## src/rtl/mux_scan_arb_pkg.sv

```systemverilog
// Shared constants, state encoding and helpers for the scanning mux arbiter.
package mux_scan_arb_pkg;

    localparam int unsigned NumCh = 4;
    localparam int unsigned SelW  = 2;

    typedef logic [1:0] state_t;

    localparam state_t StIdle = 2'd0;
    localparam state_t StSel  = 2'd1;
    localparam state_t StHold = 2'd2;

    function automatic logic [NumCh-1:0] chan_onehot(input logic [SelW-1:0] ch);
        chan_onehot = '0;
        chan_onehot[ch] = 1'b1;
    endfunction

endpackage

```

## src/rtl/mux_scan_arb_if.sv

```systemverilog
// Request / mux-select / output-word bundle between the arbiter and its environment.
interface mux_scan_arb_if
    import mux_scan_arb_pkg::*;
#(
    parameter int unsigned N = 4
);
    logic [NumCh-1:0] REQ;
    logic [SelW-1:0]  S;
    logic [N-1:0]     Y;
    logic [NumCh-1:0] GNT;
    logic [N-1:0]     DOUT;
    logic [SelW-1:0]  DOUT_CH;
    logic             DOUT_VALID;
    logic             DOUT_READY;

    // Arbiter side: drives the external mux select and the captured word.
    modport master (
        input  REQ, Y, DOUT_READY,
        output S, GNT, DOUT, DOUT_CH, DOUT_VALID
    );

    modport slave (
        output REQ, Y, DOUT_READY,
        input  S, GNT, DOUT, DOUT_CH, DOUT_VALID
    );
endinterface

```

## src/rtl/mux_scan_arb_rr_pick.sv

```systemverilog
// Combinational round-robin pick: first set request scanning ptr, ptr+1, ... (mod 4).
module rr_pick
    import mux_scan_arb_pkg::*;
(
    input  logic [NumCh-1:0] req,
    input  logic [SelW-1:0]  ptr,
    output logic [SelW-1:0]  winner,
    output logic             any_req
);
    logic [SelW-1:0] idx;

    // Scan from the farthest offset down so the nearest set bit to ptr wins last.
    always_comb begin
        winner  = ptr;
        any_req = 1'b0;
        idx     = '0;
        for (int k = NumCh - 1; k >= 0; k--) begin
            idx = ptr + k[SelW-1:0];
            if (req[idx]) begin
                winner  = idx;
                any_req = 1'b1;
            end
        end
    end
endmodule

```

## src/rtl/mux_scan_arb.sv

```systemverilog
// Round-robin arbiter that steers an external 4:1 mux and captures one word per grant.
module mux_scan_arb
    import mux_scan_arb_pkg::*;
#(
    parameter int unsigned N = 4
) (
    input logic            CLK,
    input logic            RST,
    mux_scan_arb_if.master bus
);
    state_t           state_q, state_d;
    logic [SelW-1:0]  ptr_q, ptr_d;
    logic [SelW-1:0]  s_q, s_d;
    logic [SelW-1:0]  ch_q, ch_d;
    logic [NumCh-1:0] gnt_q, gnt_d;
    logic [N-1:0]     dout_q, dout_d;
    logic             valid_q, valid_d;
    logic [SelW-1:0]  winner;
    logic             any_req;

    rr_pick u_rr_pick (
        .req     (bus.REQ),
        .ptr     (ptr_q),
        .winner  (winner),
        .any_req (any_req)
    );

    always_comb begin
        state_d = state_q;
        ptr_d   = ptr_q;
        s_d     = s_q;
        ch_d    = ch_q;
        dout_d  = dout_q;
        valid_d = valid_q;
        gnt_d   = '0;
        case (state_q)
            StIdle: begin
                if (any_req) begin
                    s_d     = winner;
                    state_d = StSel;
                end
            end
            StSel: begin
                // S has been stable for a full cycle, so Y reflects the winner.
                dout_d  = bus.Y;
                ch_d    = s_q;
                valid_d = 1'b1;
                gnt_d   = chan_onehot(s_q);
                ptr_d   = s_q + SelW'(1);
                state_d = StHold;
            end
            StHold: begin
                if (valid_q && bus.DOUT_READY) begin
                    valid_d = 1'b0;
                    if (any_req) begin
                        s_d     = winner;
                        state_d = StSel;
                    end else begin
                        state_d = StIdle;
                    end
                end
            end
            default: state_d = StIdle;
        endcase
    end

    always_ff @(posedge CLK) begin
        if (RST) begin
            state_q <= StIdle;
            ptr_q   <= '0;
            s_q     <= '0;
            ch_q    <= '0;
            gnt_q   <= '0;
            dout_q  <= '0;
            valid_q <= 1'b0;
        end else begin
            state_q <= state_d;
            ptr_q   <= ptr_d;
            s_q     <= s_d;
            ch_q    <= ch_d;
            gnt_q   <= gnt_d;
            dout_q  <= dout_d;
            valid_q <= valid_d;
        end
    end

    assign bus.S          = s_q;
    assign bus.GNT        = gnt_q;
    assign bus.DOUT       = dout_q;
    assign bus.DOUT_CH    = ch_q;
    assign bus.DOUT_VALID = valid_q;
endmodule

```

## src/flat_wrapper.sv

```systemverilog
// flat-port wrapper written by rule: the top's interface ports become plain ports
module mux_scan_arb_flat import mux_scan_arb_pkg::*;
#(
    parameter int unsigned N = 4
)
  (CLK, RST, bus_REQ, bus_Y, bus_DOUT_READY, bus_S, bus_GNT, bus_DOUT, bus_DOUT_CH, bus_DOUT_VALID);
  mux_scan_arb_if #(.N(N)) bus_i ();
  input logic CLK;
  input logic RST;
  input wire logic [$bits(bus_i.REQ)-1:0] bus_REQ;
  input wire logic [$bits(bus_i.Y)-1:0] bus_Y;
  input wire logic [$bits(bus_i.DOUT_READY)-1:0] bus_DOUT_READY;
  output wire logic [$bits(bus_i.S)-1:0] bus_S;
  output wire logic [$bits(bus_i.GNT)-1:0] bus_GNT;
  output wire logic [$bits(bus_i.DOUT)-1:0] bus_DOUT;
  output wire logic [$bits(bus_i.DOUT_CH)-1:0] bus_DOUT_CH;
  output wire logic [$bits(bus_i.DOUT_VALID)-1:0] bus_DOUT_VALID;
  assign bus_i.REQ = bus_REQ;
  assign bus_i.Y = bus_Y;
  assign bus_i.DOUT_READY = bus_DOUT_READY;
  assign bus_S = bus_i.S;
  assign bus_GNT = bus_i.GNT;
  assign bus_DOUT = bus_i.DOUT;
  assign bus_DOUT_CH = bus_i.DOUT_CH;
  assign bus_DOUT_VALID = bus_i.DOUT_VALID;
  mux_scan_arb #(.N(N)) u_core (.CLK(CLK), .RST(RST), .bus(bus_i));
endmodule
```

## config.mk

```make
export PLATFORM = sky130hd
export DESIGN_NAME = mux_scan_arb_flat
export DESIGN_NICKNAME = d
export VERILOG_FILES = /design/src/rtl/mux_scan_arb_pkg.sv /design/src/rtl/mux_scan_arb_if.sv /design/src/rtl/mux_scan_arb_rr_pick.sv /design/src/rtl/mux_scan_arb.sv /design/src/flat_wrapper.sv
export SDC_FILE = /design/constraint.sdc
export NUM_CORES = 1
export LEC_CHECK = 0
export CAP_MARGIN = 10
export CORE_MARGIN = 2
export CORE_UTILIZATION = 46
export DETAILED_ROUTE_END_ITERATION = 10
export PLACE_DENSITY = 0.8
export SETUP_SLACK_MARGIN = 0.15
export SYNTH_ARGS = -nofsm -noshare
export SYNTH_HDL_FRONTEND = slang
export SYNTH_SLANG_ARGS = --single-unit
```

## constraint.sdc

```tcl
create_clock -name CLK -period 2.25 [get_ports CLK]
set_input_delay 0.675 -clock CLK [delete_from_list [all_inputs] [get_ports CLK]]
set_output_delay 0.675 -clock CLK [all_outputs]
set_load 0.03 [all_outputs]
```

Word-level counts from Yosys, hierarchy flattened
Index checks and enable logic that the tools add are counted.
- register bits: 17
- latch bits: 0
- RAM bits: 0
- ROM bits: 0
- input bits: 11
- word-level logic and storage cells: 58
- memories: 0
- add/subtract/negate cells: 4
- multipliers: 0
- divide/modulo/power cells: 0
- order comparisons: 6
- eq/ne operators: 4
- shifts and indexed selects: 0
- muxes and demuxes: 27
- bitwise gates (word level): 1
- reductions and logical operators: 9
- operators by type and width (cell ; count):
    2-bit 2-to-1 mux ; 8
    2-bit by 3-bit less-than comparator with 1-bit output, second input constant ; 5
    1-bit 2-to-1 mux ; 11
    1-bit binary-select mux with 2-bit select ; 4
    2-bit one-hot mux with 3 select lines ; 1
    2-bit AND reduction ; 3
    2-bit by 1-bit adder with 2-bit output, second input constant ; 2
    2-bit adder, second input constant ; 2
    2-bit by 1-bit != test with 1-bit output, second input constant ; 2
    2-bit one-hot mux with 2 select lines ; 1
    2-bit nonzero test ; 2
    1-bit demux with 2-bit select ; 1
    2-bit by 1-bit == test with 1-bit output, second input constant ; 1
    2-bit == test, second input constant ; 1
    2-bit by 1-bit greater-or-equal comparator with 1-bit output, second input constant ; 1
    1-bit logical AND ; 2
    2-bit logical NOT ; 1
    1-bit one-hot mux with 2 select lines ; 1
    2-bit OR reduction ; 1
    1-bit NOT ; 1

Depth between registers and ports, before layout
Gate-level depths: netlist of the first run.
- depth after elaboration: 10
- mapped depth: 5

Modules after synthesis
From an unflattened synthesis of the first run, not the netlist that was laid out.
- cells, all modules: 87
- area total of the unflattened synthesis: 758.2 um^2
- modules (own cells, without submodules) (module ; times used ; cells an instance ; area an instance (um^2) ; seq. area each (um^2)):
    mux_scan_arb ; 1 ; 71 ; 658.1 ; 340.3
    rr_pick ; 1 ; 16 ; 100.1 ; 0.0

Least setup slack after synthesis of the first run
OpenSTA, ideal clock, no wires.
- path kind: in2reg
- start: input bus_DOUT_READY
- end: register u_core.s_q[1], in the netlist u_core.bus.S[1]
- setup time: 0.128 ns
- data arrival time: 1.396 ns
- slack: 0.725 ns
- stages on the path: 4
- path buffers: 0
- cell sequence: nand2_1 -> a221o_1 -> a31oi_1 -> a221oi_2
- word-level cells in the longest chain between the ends: 3
- ends and longest elaborated chain (element ; line ; RTL):
    start: declaration ; flat_wrapper.sv:12 ; input wire logic [$bits(bus_i.DOUT_READY)-1:0] bus_DOUT_READY;
    1-bit logical AND ; mux_scan_arb.sv:53 ; if (valid_q && bus.DOUT_READY) begin
    2-bit by 1-bit != test with 1-bit output (no line) ; - ;
    2-bit AND reduction (no line) ; - ;
    end signal: assignment ; mux_scan_arb.sv:71 ; s_q <= '0;
    end signal: assignment ; mux_scan_arb.sv:79 ; s_q <= s_d;
    end: declaration ; mux_scan_arb.sv:13 ; logic [SelW-1:0] s_q, s_d;
No other way between the ends.
A chain may end at the register's enable or synchronous reset.

Worst setup path in the final report of the first run
- start: register u_core.valid_q, in the netlist u_core.bus.DOUT_VALID
- end: output bus_DOUT_VALID
- RTL lines (element ; line ; RTL):
    start: declaration ; mux_scan_arb.sv:17 ; logic valid_q, valid_d;
    start signal: assignment ; mux_scan_arb.sv:83 ; valid_q <= valid_d;
    end: declaration ; flat_wrapper.sv:17 ; output wire logic [$bits(bus_i.DOUT_VALID)-1:0] bus_DOUT_VALID;
No word-level cell between the ends.

==> results of run 1 <==
==> where the power goes <==
part / switching [mW] / internal (mW) / leakage, nW
clock network: 0.0951 / 0.0661 / 0.0177
logic: 0.0998 / 0.0802 / 0.253
registers: 0.0222 / 0.328 / 0.139
total: 0.217 / 0.474 / 0.409
==> cells by family after synthesis <==
logic type               Yosys count  share of synthesized area [%]
AO/OA/AOI/OAI                     19                           16.6
buffers and inverters              7                           3.84
adder cells (fa/ha/maj)            4                           6.98
AND/OR/NAND/NOR                   37                           25.1
flip-flops                        17                           47.5
==> state kept, by name (all words and copies together), names as in the netlist <==
name,count
u_core.bus.DOUT,4
u_core.bus.GNT,4
u_core.bus.DOUT_CH,2
u_core.bus.S,2
u_core.ptr_q,2
u_core.state_q,2
u_core.bus.DOUT_VALID,1
==> Yosys cell counts <==
cell / instances / area share, %
clkbuf_1: 2 / 1.0
dfxtp_1: 17 / 47
a32o_2: 1 / 1.6
a221oi_2: 1 / 2.1
a21oi_1: 11 / 7.7
o21ai_0: 2 / 1.4
nor2_1: 7 / 3.7
nand3b_1: 2 / 2.1
nor2b_1: 2 / 1.7
inv_1: 4 / 2.1
nand2_1: 16 / 8.4
nand2b_1: 1 / 0.87
a31oi_1: 2 / 1.7
ha_1: 4 / 7.0
or2b_1: 2 / 2.1
nor2_2: 1 / 0.87
a221o_1: 1 / 1.4
nor3_1: 1 / 0.70
and2_1: 4 / 3.5
o21ai_1: 1 / 0.70
buf_2: 1 / 0.70
and2b_2: 1 / 1.2
==> per-layer routing <==
metal	vias up	wire length, um	global-route usage, %
met5	-	0	0
met4	0	23	7.88
met3	4	89	6.67
met2	24	661	25.7
met1	274	553	18.8
li1	329	-	-
==> layout make-up <==
cell class,instances,area share [%]
Clock inverter,1,0.505
Multi-Input combinational cell,60,35.2
Timing Repair Buffer,24,24.1
Tap cell,16,2.02
Clock buffer,3,2.27
Sequential cell,17,34.3
Inverter,4,1.52
==> tightest hold or removal path: stages, from the launching register on <==
cell	delay, ps
dfxtp_1	320
nand2_1	50
a21oi_1	50
==> repair_timing <==
| action | CTS | global route |
|---|---|---|
| endpoints found under the setup margin | 1 | 1 |
| gates cloned | 0 | 0 |
| gates resized for setup | 1 | 1 |
| pin swaps | 0 | 0 |
==> per-stage QoR <==
step | instance area (sq um) | cells | power, mW | utilization [%]
after CTS | 988 | 125 | 0.700 | 66.4
after floorplan | 717 | 84 | 0.468 | -
final | 991 | 125 | 0.691 | 66.6
after global routing | 991 | 125 | 0.732 | 66.6
after global placement | 962 | 121 | 0.538 | 64.6
after detailed placement | 962 | 121 | 0.541 | 64.6
==> final timing paths <==
kind                                            start                  to  slack (ps)  depth (start not counted)
worst max-delay path            u_core.bus.DOUT_VALID      bus_DOUT_VALID         250                          1
worst min-delay path               u_core.bus.DOUT[1]  u_core.bus.DOUT[1]         460                          2
worst max register to register  u_core.bus.DOUT_VALID     u_core.bus.S[1]        1010                          4
worst min register to register     u_core.bus.DOUT[1]  u_core.bus.DOUT[1]         460                          2
==> layout by cell type, fill, tap and decap left out, types with 2 or more instances in the layout <==
master,n
nor2_1,7
nor2b_1,2
a31oi_1,2
nand3b_1,2
ha_1,4
and2_1,4
clkdlybuf4s50_1,21
o21ai_0,2
inv_1,4
or2b_1,2
clkbuf_4,3
nand2_1,16
a21oi_1,11
dfxtp_1,17
==> results.cfg, run 1 <==
[timing]
setup_tns_ps = 0
finalCritPeriodShare_pct = 88.8
rsz0062_at_grt = false
worst_pin_slew_ps = 565
hold_slack_ps = 456
worst_slack_ps = 252
fin_crit_ps = 2000
relSlewSlack_pct = 62.2
skew_ps = 3.78
fmax_mhz = 501
finalSetupViolations = 0
slew_violations = 0
hold_viol_final = 0

[power]
powerDensity_nw_per_um2 = 697
ir_drop_uv = 594
p_leak_nw = 0.409

[floorplanning]
initial_core_util_pct = 48.2
num_io_pins = 24
row_count = 14
design.core.area_sq_um = 1490
die_w_um = 43.5
dieArea_sq_um = 1890
die_y_um = 43.5

[final_layout]
multiInputGateArea_sq_um = 349
drive_gt1_share_pct = 8.26
nets = 125
n_antenna_cell = 0
ff_latch_area_sq_um = 340
syn2layout_area_growth_pct = 38.2
nFillCells = 115

[status]
status = completed

[clocking]
worstSkewPairLatency_ps = 290
clk_path_buf_depth = 2
cts_buffers = 3
cts_setup_buffers = 0
ctsRootBufferMaster = clkbuf_4
cts_tree = yes
clk_pin_slew_ps = 100
cts_hold_buf = 0
htreeDepth = 1
clkSinkCount = 17

[placed_design]
io_buffer_count = 23
gp_congestion = 0.751
hpwl_mm = 1.02
post-place-ws_ps = 185

[global_route]
grt_pass1_vias = 554
gr-total-overflow = 0
antenna_found_initial = 0
grt_first_pass_wirelength_mm = 2.24
grt_usage_pct = 16.1
grt_max_degree = 12

[setup_path]
slowest_stage = clkdlybuf4s50_1
cp.buffers_inverters = 1
slowest_delay_ps = 670
cp.arrival_ps = 1320
worstPathCellList = clkdlybuf4s50_1
crit_type = flop to output pin
worstPathMaxFanout = 3
crit_family = buffers and inverters
crit_required_ps = 1570
worst_setup_path_start_kind = flop
crit_path_end_kind = output pin

[routing]
drt-initial-drc-count = 18
via_per_inst = 5.05
routedWlPerCell_um = 10.6
final_antenna_net_count = 0
drc = 0
routed_wl_mm = 1.33
vias = 631
dr.pass1.iters = 4

[yosys]
synth_cell_types = 22
ys.warnings.count = 0
seq_area_frac_synth_pct = 47.5
syn_area_sq_um = 717
synth_nets = 99
ys_ff_latch = 17
syn_area_per_cell_sq_um = 8.53
syn_inst = 84

[job]
max_cap_viol_count = 0

[hold_path]
hold_path_class = flop to flop
Power figures use the tool's default switching activity.
==> inputs of run 2 (changes only) <==
--- a/config.mk
+++ b/config.mk
@@ -7,10 +7,11 @@
 export LEC_CHECK = 0
 export CAP_MARGIN = 10
 export CORE_MARGIN = 2
-export CORE_UTILIZATION = 46
+export CORE_UTILIZATION = 47
 export DETAILED_ROUTE_END_ITERATION = 10
-export PLACE_DENSITY = 0.8
+export PLACE_DENSITY = 0.81
 export SETUP_SLACK_MARGIN = 0.15
 export SYNTH_ARGS = -nofsm -noshare
 export SYNTH_HDL_FRONTEND = slang
+export SYNTH_HIERARCHICAL = 1
 export SYNTH_SLANG_ARGS = --single-unit
==> results.cfg, run 2 <==
[clocking]
ctsRootBufferMaster = clkbuf_4
clk_pin_slew_ps = 100
cts_buffers = 3
cts_tree = yes
cts_setup_buffers = 0
clkSinkCount = 17
cts_hold_buf = 0
clk_path_buf_depth = 2
cts-resized-gates = 2
htreeDepth = 1
worstSkewPairLatency_ps = 290

[yosys]
seq_area_frac_synth_pct = 44.9
ys.warnings.count = 6
syn_area_per_cell_sq_um = 8.72
synth_top_area_share_pct = 44.9
synth_nets = 102
synth_edf_count = 0
synthTopCellsByCount = 17 x dfxtp_1, 17 x nand2_1, 10 x a21oi_1, 6 x nand2b_1
synth_area_leaders = dfxtp_1 45%, nand2_1 8.4%, a21oi_1 6.6%
syn_inst = 87
yosys.area.top_type = dfxtp_1
ys_ff_latch = 17
synth_cell_types = 23
synth_ff_type = dfxtp_1
async_flop_share_pct = 0
syn_area_sq_um = 758

[final_layout]
mostFrequentLayoutCells = 21 x clkdlybuf4s50_1, 17 x nand2_1, 17 x dfxtp_1
nets = 128
nFillCells = 125
n_antenna_cell = 0
layout_commonest_cell = clkdlybuf4s50_1
drive_gt1_share_pct = 8.04
postLayoutCellArea_sq_um = 1020
syn2layout_area_growth_pct = 34.7

[job]
max_cap_viol_count = 0

[global_route]
grt_max_degree = 11
grt_pass1_vias = 607
grt_first_pass_wirelength_mm = 2.35
gr-total-overflow = 0
antenna_found_initial = 0
grt_usage_pct = 16.1

[floorplanning]
die_w_um = 44.2
die_y_um = 44.2
initial_core_util_pct = 50.3
row_count = 14
num_io_pins = 24
dieArea_sq_um = 1950
design.core.area_sq_um = 1510

[routing]
drt-initial-drc-count = 7
routed_wl_mm = 1.44
drc = 0
dr.pass1.iters = 4
vias = 654
routedWlPerCell_um = 11.2
via_per_inst = 5.11
final_antenna_net_count = 0

[timing]
rsz0062_at_grt = false
skew_ps = 7.63
slew_violations = 0
hold_slack_ps = 457
hold_viol_final = 0
worst_pin_slew_ps = 533
relSlewSlack_pct = 64.4
fin_crit_ps = 1990
setup_tns_ps = 0
worst_slack_ps = 257
finalSetupViolations = 0
fmax_mhz = 502
finalCritPeriodShare_pct = 88.6

[status]
status = completed

[setup_path]
worstPathMaxFanout = 3
r2r_start = u_core/ptr_q[0]
critical_path.startpoint = u_core/bus.DOUT_VALID
slowest_stage = clkdlybuf4s50_1
slowest_delay_ps = 670
crit_required_ps = 1570
cp.buffers_inverters = 1
cp.arrival_ps = 1320
crit_path_end_kind = output pin
worstPathCellList = clkdlybuf4s50_1
crit_family = buffers and inverters
rrSetupSlack_ps = 880
worst_setup_path_start_kind = flop
crit_type = flop to output pin

[power]
powerDensity_nw_per_um2 = 661
ir_drop_uv = 302
p_leak_nw = 0.416

[placed_design]
gp_congestion = 0.722
hpwl_mm = 1.10
io_buffer_count = 23
post-place-ws_ps = 63.5
placed_area_sq_um = 996

[hold_path]
min_from = u_core/bus.DOUT[0]
hold_path_class = flop to flop
[run 2: area by class of cell]
type,instances,area [sq um],share of cell area [%]
clock inverter,1,5.00,0.490
inverter,3,11.3,1.10
tap,16,20.0,1.96
sequential,17,340,33.3
timing repair buffer,24,235,23.0
clock buffer,3,22.5,2.21
multi-input combinational,64,387,37.9
[run 2: worst register-to-register path: stages, from the launching register on]
cell and delay [ps]:
dfxtp_1 380, and2b_2 220, or4_1 490, nand2_1 70, nand2b_1 50, mux2i_1 110
[run 2: routing by layer]
metal  up-vias  global-route usage (%)  wire, um  share of wire, %
li1        334                       -         -                 -
met2        21                    30.9       744                52
met3         2                    1.22        71               4.9
met1       297                    17.0       606                42
met5         -                       0         0                 0
met4         0                    9.09        14              0.97
[run 2: worst paths after layout]
| check | end | depth (start not counted) |
|---|---|---|
| min | u_core/bus.DOUT[0] | 2 |
| max reg2reg | u_core/bus.S[1] | 5 |
| max | bus_DOUT_VALID | 1 |
| min reg2reg | u_core/bus.DOUT[0] | 2 |
[run 2: power by group]
part,switching [mW],internal (mW)
logic,0.0907,0.0789
clock network,0.0941,0.0660
registers,0.0202,0.325
[run 2: cells by family after synthesis]
logic type / Yosys count / share of synthesized area [%]
buffers and inverters: 6 / 4.12
AO/OA/AOI/OAI: 15 / 11.2
flip-flops: 17 / 44.9
multiplexers: 3 / 3.96
AND/OR/NAND/NOR: 42 / 29.2
adder cells (fa/ha/maj): 4 / 6.60
[run 2: stage by stage]
step	utilization, %	power (mW)	cells
final	67.8	0.675	128
after global routing	67.8	0.717	128
after CTS	67.8	0.680	128
after detailed placement	66.1	0.525	124
after global placement	66.1	0.521	124
after floorplan	-	0.461	87
